**src/rtl/io_pkg.sv**
```systemverilog
// Shared encodings for io_intr_arbiter: channel ids, direction codes,
// interrupt-mask bit positions, output-channel state, and the mapping
// between a pending-vector index and the {channel, dir} irq_src code.
package io_pkg;

    // Channel count the encodings below are written for
    localparam int IO_NCH  = 2;
    localparam int IO_NREQ = 2 * IO_NCH;

    // Channel identifiers
    localparam logic CH_GPIO = 1'b0;
    localparam logic CH_UART = 1'b1;

    // Direction codes used in irq_src[0]
    localparam logic DIR_IN  = 1'b1;
    localparam logic DIR_OUT = 1'b0;

    // IMSK / pend bit positions: bit 2c+1 = input of channel c, bit 2c = output
    localparam int IMSK_CH0_OUT = 0;
    localparam int IMSK_CH0_IN  = 1;
    localparam int IMSK_CH1_OUT = 2;
    localparam int IMSK_CH1_IN  = 3;

    // Per-channel output state; READY means the output buffer may be written
    typedef enum logic {
        OUT_READY = 1'b0,
        OUT_BUSY  = 1'b1
    } out_state_t;

    // {channel, dir} -> pend index (2*ch + dir)
    function automatic logic [1:0] src_to_idx(input logic ch, input logic dir);
        return {ch, dir};
    endfunction

    // pend index -> {channel, dir}
    function automatic logic [1:0] idx_to_src(input logic [1:0] idx);
        return {idx[1], idx[0]};
    endfunction

endpackage

```
**src/rtl/io_prio_arbiter.sv**
```systemverilog
// Picks one request out of N pending interrupt sources.
// With IO_RR_EN defined the search starts at ptr and wraps (round robin);
// otherwise the lowest request index wins and no pointer input exists.
module io_prio_arbiter
    import io_pkg::*;
#(
    parameter int N  = IO_NREQ,
    parameter int IW = $clog2(N)
) (
    input  logic [N-1:0]  req,
`ifdef IO_RR_EN
    input  logic [IW-1:0] ptr,
`endif
    output logic [N-1:0]  gnt,
    output logic [IW-1:0] idx
);

`ifdef IO_RR_EN
    logic [IW-1:0] cand;
`endif
    logic found;

    // First pending request in search order; N is a power of two so the
    // candidate index wraps naturally.
    always_comb begin
        gnt   = '0;
        idx   = '0;
        found = 1'b0;
`ifdef IO_RR_EN
        cand  = '0;
        for (int i = 0; i < N; i++) begin
            cand = ptr + IW'(i);
            if (!found && req[cand]) begin
                found     = 1'b1;
                idx       = cand;
                gnt[cand] = 1'b1;
            end
        end
`else
        for (int i = 0; i < N; i++) begin
            if (!found && req[i]) begin
                found  = 1'b1;
                idx    = IW'(i);
                gnt[i] = 1'b1;
            end
        end
`endif
    end

endmodule

```
**src/rtl/io_intr_arbiter.sv**
```systemverilog
// Shares one INPR/OUTR I/O port between NCH peripheral channels
// (ch0 = GPIO, ch1 = UART): per-channel FGI/FGO buffers, IMSK/IEN gating
// and a registered interrupt request with {channel, dir} source code.
// Optional macro IO_RR_EN selects round-robin source arbitration;
// without it the lowest pending index wins.
//
// Handshake: a peripheral transfer happens on a cycle where valid and ready
// are both high. in_ready = ~fgi and out_valid = ~fgo, so a peripheral
// transfer and a CPU access can never hit the same flag in one cycle.
module io_intr_arbiter
    import io_pkg::*;
#(
    parameter int NCH = 2,
    parameter int DW  = 8
) (
    input  logic              clk,
    input  logic              reset_n,
    input  logic [DW-1:0]     cpu_wdata,
    input  logic              cpu_sel_we,
    input  logic              cpu_imsk_we,
    input  logic              cpu_ion,
    input  logic              cpu_iof,
    input  logic              cpu_inp,
    input  logic              cpu_out,
    input  logic              intr_ack,
    output logic [DW-1:0]     cpu_inpr,
    output logic              cpu_skip_in,
    output logic              cpu_skip_out,
    output logic              io_sel,
    output logic              ien,
    output logic [2*NCH-1:0]  imsk,
    output logic [NCH-1:0]    fgi,
    output logic [NCH-1:0]    fgo,
    output logic              irq,
    output logic [1:0]        irq_src,
    output logic              ovr,
    input  logic [NCH-1:0]    in_valid,
    input  logic [NCH*DW-1:0] in_data,
    output logic [NCH-1:0]    in_ready,
    output logic [NCH-1:0]    out_valid,
    output logic [NCH*DW-1:0] out_data,
    input  logic [NCH-1:0]    out_ready
);

    logic [DW-1:0]    inbuf  [NCH];
    logic [DW-1:0]    outbuf [NCH];
    out_state_t       ost_q  [NCH];
    out_state_t       ost_d  [NCH];
    logic [NCH-1:0]   sel_oh;
    logic [NCH-1:0]   inp_hit;
    logic [NCH-1:0]   out_hit;
    logic [2*NCH-1:0] pend;
    logic [2*NCH-1:0] win_gnt;
    logic [1:0]       win_idx;
    logic             win_any;

    assign sel_oh       = NCH'(1) << io_sel;
    assign inp_hit      = {NCH{cpu_inp}} & sel_oh;
    assign out_hit      = {NCH{cpu_out}} & sel_oh;
    assign cpu_inpr     = inbuf[io_sel];
    assign cpu_skip_in  = fgi[io_sel];
    assign cpu_skip_out = fgo[io_sel];
    assign in_ready     = ~fgi;
    assign out_valid    = ~fgo;
    assign win_any      = |win_gnt;

    // Output-channel state register
    always_ff @(posedge clk) begin
        for (int c = 0; c < NCH; c++) begin
            if (!reset_n) ost_q[c] <= OUT_READY;
            else          ost_q[c] <= ost_d[c];
        end
    end

    // Output-channel next state: OUT makes it busy, peripheral accept frees it
    always_comb begin
        for (int c = 0; c < NCH; c++) begin
            ost_d[c] = ost_q[c];
            case (ost_q[c])
                OUT_READY: if (out_hit[c])   ost_d[c] = OUT_BUSY;
                OUT_BUSY:  if (out_ready[c]) ost_d[c] = OUT_READY;
                default:                     ost_d[c] = OUT_READY;
            endcase
        end
    end

    // Output-channel outputs: FGO is the READY state
    always_comb begin
        fgo = '0;
        for (int c = 0; c < NCH; c++) fgo[c] = (ost_q[c] == OUT_READY);
    end

    // Buffers, input flags, select, mask and sticky access-error flag
    always_ff @(posedge clk) begin
        if (!reset_n) begin
            for (int c = 0; c < NCH; c++) begin
                inbuf[c]  <= '0;
                outbuf[c] <= '0;
            end
            fgi    <= '0;
            imsk   <= '0;
            io_sel <= 1'b0;
            ovr    <= 1'b0;
        end else begin
            if (cpu_sel_we)  io_sel <= cpu_wdata[0];
            if (cpu_imsk_we) imsk   <= cpu_wdata[2*NCH-1:0];
            if ((cpu_inp && !cpu_skip_in) || (cpu_out && !cpu_skip_out))
                ovr <= 1'b1;
            for (int c = 0; c < NCH; c++) begin
                if (in_valid[c] && !fgi[c]) begin
                    inbuf[c] <= in_data[c*DW +: DW];
                    fgi[c]   <= 1'b1;
                end else if (inp_hit[c] && fgi[c]) begin
                    fgi[c]   <= 1'b0;
                end
                if (out_hit[c] && fgo[c]) outbuf[c] <= cpu_wdata;
            end
        end
    end

    // Pending sources and output data bus
    always_comb begin
        pend     = '0;
        out_data = '0;
        for (int c = 0; c < NCH; c++) begin
            pend[src_to_idx(c[0], DIR_IN)]  = fgi[c] & imsk[2*c+1];
            pend[src_to_idx(c[0], DIR_OUT)] = fgo[c] & imsk[2*c];
            out_data[c*DW +: DW]            = outbuf[c];
        end
    end

`ifdef IO_RR_EN
    logic [1:0] rr_ptr;

    // Round-robin pointer: next search starts just after the last winner
    always_ff @(posedge clk) begin
        if (!reset_n)                rr_ptr <= '0;
        else if (intr_ack && win_any) rr_ptr <= win_idx + 2'd1;
    end
`endif

    io_prio_arbiter #(.N(2*NCH)) u_arb (
        .req (pend),
`ifdef IO_RR_EN
        .ptr (rr_ptr),
`endif
        .gnt (win_gnt),
        .idx (win_idx)
    );

    // Interrupt enable, registered request and source latch at acknowledge
    always_ff @(posedge clk) begin
        if (!reset_n) begin
            ien     <= 1'b0;
            irq     <= 1'b0;
            irq_src <= '0;
        end else begin
            irq <= ien & (|pend) & ~intr_ack;
            if (intr_ack)     ien <= 1'b0;
            else if (cpu_iof) ien <= 1'b0;
            else if (cpu_ion) ien <= 1'b1;
            if (intr_ack && win_any) irq_src <= idx_to_src(win_idx);
        end
    end

endmodule
```
**config.mk**
```make
export PLATFORM = sky130hd
export DESIGN_NAME = io_intr_arbiter
export DESIGN_NICKNAME = d
export VERILOG_FILES = /design/src/rtl/io_pkg.sv /design/src/rtl/io_prio_arbiter.sv /design/src/rtl/io_intr_arbiter.sv
export SDC_FILE = /design/constraint.sdc
export NUM_CORES = 1
export LEC_CHECK = 0
export BUFFER_PORTS_ARGS = -buffer_cell sky130_fd_sc_hd__buf_2
export CAP_MARGIN = 30
export CORE_MARGIN = 2
export CORE_UTILIZATION = 50
export CTS_CLUSTER_DIAMETER = 150
export DETAILED_ROUTE_END_ITERATION = 10
export PLACE_DENSITY = 0.81
export RECOVER_POWER = 25
export REMOVE_ABC_BUFFERS = 1
export SLEW_MARGIN = 20
export SYNTH_ARGS = -nofsm -noshare
export SYNTH_HDL_FRONTEND = slang
export SYNTH_SLANG_ARGS = --single-unit
```
**constraint.sdc**
```tcl
create_clock -name clk -period 2.1 [get_ports clk]
set_clock_uncertainty 0.05 [all_clocks]
set_input_delay 0 -clock clk [delete_from_list [all_inputs] [get_ports clk]]
set_output_delay 0 -clock clk [all_outputs]
set_load 0.005 [all_outputs]
```
==> report_table.html, run 1 <==
<table>
<tr><th>Metric</th><th>Value</th></tr>
<tr><th colspan="2">Clock network</th></tr>
<tr><td>CTS buffer count</td><td>5</td></tr>
<tr><td>Reg clk slew, reported paths</td><td>0.08 ns</td></tr>
<tr><td>Count of cells resized by post-cts repair</td><td>0</td></tr>
<tr><td>Clock network latency to the later pin of the worst-skew pair</td><td>0.29 ns</td></tr>
<tr><td>Max Buffers Root-to-Sink</td><td>2</td></tr>
<tr><td># clock sinks</td><td>47</td></tr>
<tr><td>Number of setup buffers added after CTS</td><td>0</td></tr>
<tr><td>Cts hold-fix bufs</td><td>40</td></tr>
<tr><td>CTS tree</td><td>done</td></tr>
<tr><td>CTS root buffer</td><td>sky130_fd_sc_hd__clkbuf_8</td></tr>
<tr><td>H-tree lvl count</td><td>2</td></tr>
<tr><th colspan="2">Layout</th></tr>
<tr><td>Net count reported at finish</td><td>302</td></tr>
<tr><td>Antenna diode count</td><td>0</td></tr>
<tr><td>Share of the core filled with cells</td><td>0.764</td></tr>
<tr><td>Growth of design area from synthesis to finish</td><td>47.8%</td></tr>
<tr><td>Count of placed standard cells in the final layout, fillers left out</td><td>between 300 and 400</td></tr>
<tr><td>Filler Cell Count</td><td>237</td></tr>
<tr><td>Fraction of final layout cells sized beyond drive strength 1</td><td>0.331</td></tr>
<tr><th colspan="2">Pwr</th></tr>
<tr><td>Worst supply voltage drop on vdd</td><td>0.548 mV</td></tr>
<tr><td>Total leakage power</td><td>about 1.2 nW</td></tr>
<tr><td>Power density over the cells</td><td>721 mW/mm2</td></tr>
<tr><th colspan="2">Synthesis</th></tr>
<tr><td>Count of flip-flops with a built-in enable after synthesis</td><td>32</td></tr>
<tr><td>Top cell type's share of synthesized area</td><td>0.508</td></tr>
<tr><td>Post-synth ARST share</td><td>0</td></tr>
<tr><td>Cell area after synthesis</td><td>0.00189 mm2</td></tr>
<tr><td>Post-synth cell types</td><td>29</td></tr>
<tr><td>Commonest cells in the synthesized netlist</td><td>sky130_fd_sc_hd__edfxtp_1 (32), sky130_fd_sc_hd__and2_1 (24), sky130_fd_sc_hd__dfxtp_1 (15)</td></tr>
<tr><td>Primary flip-flop cell chosen by synthesis mapping</td><td>sky130_fd_sc_hd__edfxtp_1</td></tr>
<tr><td>Synthesized netlist cell count</td><td>146</td></tr>
<tr><td>Mean post-synth cell area</td><td>13.0 um2</td></tr>
<tr><td>#FFs+latches synth</td><td>47</td></tr>
<tr><td>Cell type contributing the most total cell area after synthesis</td><td>sky130_fd_sc_hd__edfxtp_1</td></tr>
<tr><td>Count of synthesis-stage warnings from yosys</td><td>0</td></tr>
<tr><td>Largest cells by area after synthesis</td><td>sky130_fd_sc_hd__edfxtp_1 (51%), sky130_fd_sc_hd__dfxtp_1 (16%), sky130_fd_sc_hd__and2_1 (7.9%)</td></tr>
<tr><td>Sequential element share of the synthesized area</td><td>0.667</td></tr>
<tr><td>Cell with the most instances after synthesis</td><td>sky130_fd_sc_hd__edfxtp_1</td></tr>
<tr><th colspan="2">STA</th></tr>
<tr><td>F_max</td><td>597 MHz</td></tr>
<tr><td>Hold Fails Final Rpt</td><td>0</td></tr>
<tr><td>Worst slew margin relative to its limit</td><td>0.661</td></tr>
<tr><td>Tightest hold margin</td><td>0.0837 ns</td></tr>
<tr><td>Setup WS post-layout</td><td>0.424 ns</td></tr>
<tr><td>Fin Setup TNS</td><td>0 ns</td></tr>
<tr><td>Unrepaired setup endpoints after global routing</td><td>no</td></tr>
<tr><td>Endpoints failing setup</td><td>0</td></tr>
<tr><td>Worst-Margin Slew</td><td>around 0.51 ns</td></tr>
<tr><td>Number of pins with negative max-slew slack in the final report</td><td>0</td></tr>
<tr><td>Tmin final</td><td>~1.7 ns</td></tr>
<tr><td>Ratio of final minimum period to clock period</td><td>0.798</td></tr>
<tr><th colspan="2">Setup path</th></tr>
<tr><td>Number of cell instances on the worst register-to-register path</td><td>3</td></tr>
<tr><td>Crit end category</td><td>flop</td></tr>
<tr><td>Data required time at the worst endpoint</td><td>around 2.3 ns</td></tr>
<tr><td>Register-to-register setup slack</td><td>0.57 ns</td></tr>
<tr><td>Type of the setup path with the least slack</td><td>input pin to flop</td></tr>
<tr><td>Critical Path Source Type</td><td>input pin</td></tr>
<tr><td>Data arrival time of the critical path</td><td>approximately 1.9 ns</td></tr>
<tr><td>Largest fanout of any net on the critical path</td><td>12</td></tr>
<tr><th colspan="2">Global routing</th></tr>
<tr><td>First-pass GRT wire length</td><td>6860 um</td></tr>
<tr><td>Number of global-route vias before repair</td><td>1537</td></tr>
<tr><td>Overall routing resource usage</td><td>0.221</td></tr>
<tr><td>Overflow left after global routing</td><td>0</td></tr>
<tr><td>Pin count of the biggest net entering global routing</td><td>17</td></tr>
<tr><td>Number of antenna violations at the first check in global routing</td><td>0</td></tr>
<tr><th colspan="2">Drt</th></tr>
<tr><td>First-pass detailed-route iteration total</td><td>4</td></tr>
<tr><td>Remaining routing DRC violations</td><td>0</td></tr>
<tr><td>Routed via count divided by cell count</td><td>4.85</td></tr>
<tr><td>Number of DRC markers in iteration 0</td><td>77</td></tr>
<tr><td>Number of vias after detailed routing</td><td>between 1500 and 2000</td></tr>
<tr><td>Post-detailed-route count of antenna-violating nets</td><td>0</td></tr>
<tr><td>Post-Route WL</td><td>4480 um</td></tr>
<tr><td>Routed wire length per instance</td><td>between 10 and 15 um</td></tr>
<tr><th colspan="2">Hold path</th></tr>
<tr><td>Worst Hold Depth</td><td>4</td></tr>
<tr><td>Type of the most critical hold path</td><td>input pin to flop</td></tr>
<tr><th colspan="2">Die</th></tr>
<tr><td>Chip height</td><td>65.5 um</td></tr>
<tr><td>Die area</td><td>0.00429 mm2</td></tr>
<tr><td>I/O pin cnt</td><td>81</td></tr>
<tr><td>Core area</td><td>0.00366 mm2</td></tr>
<tr><td>Number of rows created at floorplan</td><td>22</td></tr>
<tr><td>Initial standard-cell utilization of the core</td><td>0.517</td></tr>
<tr><td>Width of the chip</td><td>65.5 um</td></tr>
<tr><th colspan="2">Status</th></tr>
<tr><td>Outcome</td><td>finished, final reports clean</td></tr>
<tr><th colspan="2">Placed design</th></tr>
<tr><td>GPL Wtd Cong</td><td>roughly 0.87</td></tr>
<tr><td>Pre-CTS WS</td><td>0.595 ns</td></tr>
<tr><td>HPWL reported at the end of detailed placement</td><td>2810 um</td></tr>
<tr><td>Total instance count after detailed placement</td><td>266</td></tr>
<tr><td>Count of input and output buffers</td><td>80</td></tr>
<tr><th colspan="2">Flow run</th></tr>
<tr><td>Max-capacitance violation count</td><td>0</td></tr>
</table>
## placed cells by master, fill, tap and decap left out
cell                            netlist  final
sky130_fd_sc_hd__o22ai_1              1      1
sky130_fd_sc_hd__a21oi_1              6      6
sky130_fd_sc_hd__edfxtp_1            32     32
sky130_fd_sc_hd__a31o_1               1      1
sky130_fd_sc_hd__nand2b_1             4      4
sky130_fd_sc_hd__mux2_2               8      8
sky130_fd_sc_hd__and2_1              24     24
sky130_fd_sc_hd__nand2_1             13     13
sky130_fd_sc_hd__and3_4               1      1
sky130_fd_sc_hd__nand3_1              2      2
sky130_fd_sc_hd__clkinv_2             0      1
sky130_fd_sc_hd__mux2i_4              1      1
sky130_fd_sc_hd__a31oi_1              1      1
sky130_fd_sc_hd__clkbuf_1             2     11
sky130_fd_sc_hd__clkinv_1             0      1
sky130_fd_sc_hd__and4b_1              1      1
sky130_fd_sc_hd__inv_1                6      6
sky130_fd_sc_hd__o21ai_0              3      3
sky130_fd_sc_hd__nand4_1              1      1
sky130_fd_sc_hd__o21a_1               1      1
sky130_fd_sc_hd__dlygate4sd3_1        0     40
sky130_fd_sc_hd__nor4_1               1      1
sky130_fd_sc_hd__bufinv_16            0      1
sky130_fd_sc_hd__or3_1                1      1
sky130_fd_sc_hd__a21oi_2              1      1
sky130_fd_sc_hd__clkbuf_8             0      5
sky130_fd_sc_hd__buf_2                2     69
sky130_fd_sc_hd__dfxtp_1             15     15
sky130_fd_sc_hd__nor2_1               7      7
sky130_fd_sc_hd__inv_2                1      1
sky130_fd_sc_hd__mux2i_1              5      5
sky130_fd_sc_hd__a211oi_1             1      1
## routing by layer
layer  vias to the layer above  GRT usage  part of all wire
met5                         -          0                 0
met4                         0      0.122             0.025
met3                        11     0.0462             0.053
met2                        59      0.401              0.54
met1                       712      0.237              0.38
li1                        742          -                 -
## state kept, by name, indices dropped and copies added (netlist names), named ones only
name / cells
imsk: 4
inbuf: 16
ien: 1
outbuf: 16
irq_src: 2
fgi: 2
io_sel: 1
ost_q: 2
ovr: 1
irq: 1
## power breakdown
group / leakage (nW) / total, mW / internal (mW) / switching, mW
clock network: 0.0556 / 0.633 / 0.348 / 0.285
logic: 0.729 / 0.287 / 0.163 / 0.125
registers: 0.465 / 1.09 / 1.06 / 0.0326
total: 1.25 / 2.02 / 1.57 / 0.442
## per-stage QoR
stage               instance area (um2)  power (mW)
floorplan                          1840        1.21
global placement                   2300        1.33
finish                             2800        2.02
detailed placement                 2300        1.34
CTS                                2810        2.02
global route                       2800        2.10
## critical path, cell delays in order
cell                            delay (ns)
sky130_fd_sc_hd__dlygate4sd3_1        0.53
sky130_fd_sc_hd__buf_2                0.23
sky130_fd_sc_hd__inv_1                0.24
sky130_fd_sc_hd__nor4_1               0.30
sky130_fd_sc_hd__dlygate4sd3_1        0.57
## area by class of cell
cell class / instances / area [um2] / area share
multi-input combinational: 84 / 553 / 0.198
inverter: 7 / 26.3 / 0.00940
clock inverter: 3 / 38.8 / 0.0139
tap: 48 / 60.1 / 0.0215
sequential: 47 / 1260 / 0.451
timing repair buffer: 120 / 787 / 0.282
clock buffer: 5 / 68.8 / 0.0246
## cells by family after synthesis
| kind of cell | count (synthesis) | share of synthesized area |
|---|---|---|
| compound gates | 15 | 0.0476 |
| buf+inv | 15 | 0.0410 |
| flops | 47 | 0.667 |
| mux | 14 | 0.0860 |
| simple gates | 55 | 0.159 |
## final timing paths
path                start        to
setup / recovery  reset_n       ien
hold / removal    cpu_out  ost_q[0]
setup reg to reg   io_sel  ost_q[1]
hold reg to reg       ovr       ovr
Power figures use the tool's default switching activity.
==> inputs of run 2 (changes only) <==
CORE_UTILIZATION = 42   (was 50)
PLACE_DENSITY = 0.73   (was 0.81)
clock period = 1.5 ns   (was 2.1 ns; I/O delays follow)
==> run 2 against run 1 <==
Compared with the run above: final area increased by 1.2%; largest power group unchanged; setup slack got worse by 0.33 ns; critical path type is now flop to flop; global-route usage decreased by 4.4 points; non-clock buffer count increased by 5; flip-flop and latch count unchanged; largest cell class unchanged; clock power increased by 41%; register-to-register slack got worse by 0.48 ns; sequential power increased by 39%; routed wire length decreased by 1.5%; count of clock-buffer cells in the layout unchanged; final cell count increased by 2.9%; combinational power increased by 46%.
==> report_table.html, run 2 (synthesis gave the netlist of run 1 again) <==
<table>
<tr><th>Metric</th><th>Value</th></tr>
<tr><th colspan="2">Status</th></tr>
<tr><td>Outcome</td><td>finished, final reports clean</td></tr>
<tr><th colspan="2">Clock network</th></tr>
<tr><td>Clock network latency to the later pin of the worst-skew pair</td><td>0.29 ns</td></tr>
<tr><td># clock sinks</td><td>47</td></tr>
<tr><td>Number of setup buffers added after CTS</td><td>0</td></tr>
<tr><td>Reg clk slew, reported paths</td><td>0.09 ns</td></tr>
<tr><td>CTS tree</td><td>done</td></tr>
<tr><td>H-tree lvl count</td><td>2</td></tr>
<tr><td>CTS root buffer</td><td>sky130_fd_sc_hd__clkbuf_8</td></tr>
<tr><td>CTS buffer count</td><td>5</td></tr>
<tr><td>Max Buffers Root-to-Sink</td><td>2</td></tr>
<tr><th colspan="2">Drt</th></tr>
<tr><td>Wire length on met2</td><td>2300 um</td></tr>
<tr><td>First-pass detailed-route iteration total</td><td>4</td></tr>
<tr><td>Sum of routed wire segments on met1</td><td>1780 um</td></tr>
<tr><td>Post-Route WL</td><td>4410 um</td></tr>
<tr><td>Met3 wire len</td><td>212 um</td></tr>
<tr><td>Routed wire length per instance</td><td>13.7 um</td></tr>
<tr><td>Number of DRC markers in iteration 0</td><td>123</td></tr>
<tr><td>Remaining routing DRC violations</td><td>0</td></tr>
<tr><td>Post-detailed-route count of antenna-violating nets</td><td>0</td></tr>
<tr><td>Max Used Layer</td><td>met4</td></tr>
<tr><td>Number of vias after detailed routing</td><td>1497</td></tr>
<tr><td>Routed via count divided by cell count</td><td>4.63</td></tr>
<tr><th colspan="2">Die</th></tr>
<tr><td>Number of rows created at floorplan</td><td>24</td></tr>
<tr><td>Initial standard-cell utilization of the core</td><td>0.434</td></tr>
<tr><td>I/O pin cnt</td><td>81</td></tr>
<tr><td>Chip height</td><td>~71 um</td></tr>
<tr><td>Core area</td><td>about 0.0044 mm2</td></tr>
<tr><td>Width of the chip</td><td>71.1 um</td></tr>
<tr><td>Die area</td><td>0.00506 mm2</td></tr>
<tr><th colspan="2">Layout</th></tr>
<tr><td>Most frequent cells in the layout</td><td>sky130_fd_sc_hd__buf_2 (66), sky130_fd_sc_hd__dlygate4sd3_1 (39), sky130_fd_sc_hd__edfxtp_1 (32)</td></tr>
<tr><td>Commonest non-fill, non-tap cell in the layout</td><td>sky130_fd_sc_hd__buf_2</td></tr>
<tr><td>Largest registers</td><td>inbuf: 16 flops, outbuf: 16 flops, imsk: 4 flops</td></tr>
<tr><td>Net count reported at finish</td><td>307</td></tr>
<tr><td>Final non-filler cell area</td><td>0.00283 mm2</td></tr>
<tr><td>Count of placed standard cells in the final layout, fillers left out</td><td>between 300 and 400</td></tr>
<tr><td>Antenna diode count</td><td>0</td></tr>
<tr><td>Growth of design area from synthesis to finish</td><td>49.5%</td></tr>
<tr><td>Fraction of final layout cells sized beyond drive strength 1</td><td>0.328</td></tr>
<tr><td>Share of the core filled with cells</td><td>0.649</td></tr>
<tr><th colspan="2">STA</th></tr>
<tr><td>Worst-Margin Slew</td><td>0.541 ns</td></tr>
<tr><td>Tmin final</td><td>1.41 ns</td></tr>
<tr><td>Endpoints failing setup</td><td>0</td></tr>
<tr><td>Number of pins with negative max-slew slack in the final report</td><td>0</td></tr>
<tr><td>Fin Setup TNS</td><td>0 ns</td></tr>
<tr><td>F_max</td><td>710 MHz</td></tr>
<tr><td>Tightest hold margin</td><td>0.0301 ns</td></tr>
<tr><td>Unrepaired setup endpoints after global routing</td><td>no</td></tr>
<tr><td>Hold Fails Final Rpt</td><td>0</td></tr>
<tr><td>Setup WS post-layout</td><td>0.0907 ns</td></tr>
<tr><td>Ratio of final minimum period to clock period</td><td>0.940</td></tr>
<tr><td>Worst slew margin relative to its limit</td><td>0.640</td></tr>
<tr><th colspan="2">Hold path</th></tr>
<tr><td>Worst Hold Depth</td><td>3</td></tr>
<tr><td>Type of the most critical hold path</td><td>input pin to flop</td></tr>
<tr><th colspan="2">Flow run</th></tr>
<tr><td>Max-capacitance violation count</td><td>0</td></tr>
<tr><th colspan="2">Placed design</th></tr>
<tr><td>GPL Wtd Cong</td><td>0.764</td></tr>
<tr><td>Pre-CTS WS</td><td>between 0.1 and 0.15 ns</td></tr>
<tr><td>HPWL reported at the end of detailed placement</td><td>approximately 2800 um</td></tr>
<tr><td>Total instance count after detailed placement</td><td>276</td></tr>
<tr><td>Placed cell area</td><td>between 0.002 and 0.0025 mm2</td></tr>
<tr><td>Count of input and output buffers</td><td>80</td></tr>
<tr><th colspan="2">Setup path</th></tr>
<tr><td>Critical Path Source Type</td><td>flop</td></tr>
<tr><td>Largest fanout of any net on the critical path</td><td>5</td></tr>
<tr><td>Number of cell instances on the worst register-to-register path</td><td>4</td></tr>
<tr><td>Data required time at the worst endpoint</td><td>1.64 ns</td></tr>
<tr><td>Type of the setup path with the least slack</td><td>flop to flop</td></tr>
<tr><td>Data arrival time of the critical path</td><td>1.55 ns</td></tr>
<tr><td>Crit end category</td><td>flop</td></tr>
<tr><th colspan="2">Global routing</th></tr>
<tr><td>Number of antenna violations at the first check in global routing</td><td>0</td></tr>
<tr><td>Overall routing resource usage</td><td>0.177</td></tr>
<tr><td>Overflow left after global routing</td><td>0</td></tr>
<tr><td>First-pass GRT wire length</td><td>6860 um</td></tr>
<tr><td>Number of global-route vias before repair</td><td>1543</td></tr>
<tr><td>Pin count of the biggest net entering global routing</td><td>17</td></tr>
<tr><th colspan="2">Pwr</th></tr>
<tr><td>Total leakage power</td><td>1.26 nW</td></tr>
<tr><td>Worst supply voltage drop on vdd</td><td>~0.5 mV</td></tr>
<tr><td>Total chip power</td><td>2.83 mW</td></tr>
<tr><td>Power density over the cells</td><td>1000 mW/mm2</td></tr>
</table>
## run 2: cell count changes in the layout (fill, tap and decap cells not counted)
cell,change
sky130_fd_sc_hd__dlygate4sd3_1,-1
sky130_fd_sc_hd__inv_1,+1
sky130_fd_sc_hd__clkbuf_1,+4
sky130_fd_sc_hd__buf_2,-3
sky130_fd_sc_hd__inv_2,-1
sky130_fd_sc_hd__buf_4,+5
## run 2: power breakdown
group,internal (mW),switching (mW)
registers,1.49,0.0341
logic,0.235,0.183
clock network,0.488,0.404
## run 2: final cells by class
type                            count  area (um2)
Clock buffer                        5        68.8
Clock inverter                      3        38.8
Fill cell                         347        1530
Inverter                            7        26.3
Multi-Input combinational cell     84         553
Sequential cell                    47        1260
Tap cell                           52        65.1
Timing Repair Buffer              125         815
## run 2: timing repair
action | in CTS | in global routing
endpoints found under the hold margin | 44 | 0
hold buffers | 39 | 0
resized for setup | 0 | 0
## run 2: critical path, stage by stage (launching register included)
cell	delay (ns)
sky130_fd_sc_hd__dfxtp_1	0.45
sky130_fd_sc_hd__inv_1	0.09
sky130_fd_sc_hd__nand3_1	0.11
sky130_fd_sc_hd__a21oi_1	0.06
sky130_fd_sc_hd__dlygate4sd3_1	0.55
## run 2: path summary, 6_finish.rpt
| check | slack (ns) | to | from |
|---|---|---|---|
| worst max-delay path | 0.09 | ost_q[1] | ost_q[1] |
| worst min-delay path | 0.03 | imsk[0] | cpu_imsk_we |
| worst min register to register | 0.43 | ovr | ovr |
| worst max register to register | 0.09 | ost_q[1] | ost_q[1] |
## run 2: layer usage
metal / track usage / up-vias
met3: 0.0285 / 11
met5: 0 / -
met4: 0.0943 / 0
met1: 0.198 / 683
li1: - / 752
met2: 0.320 / 51
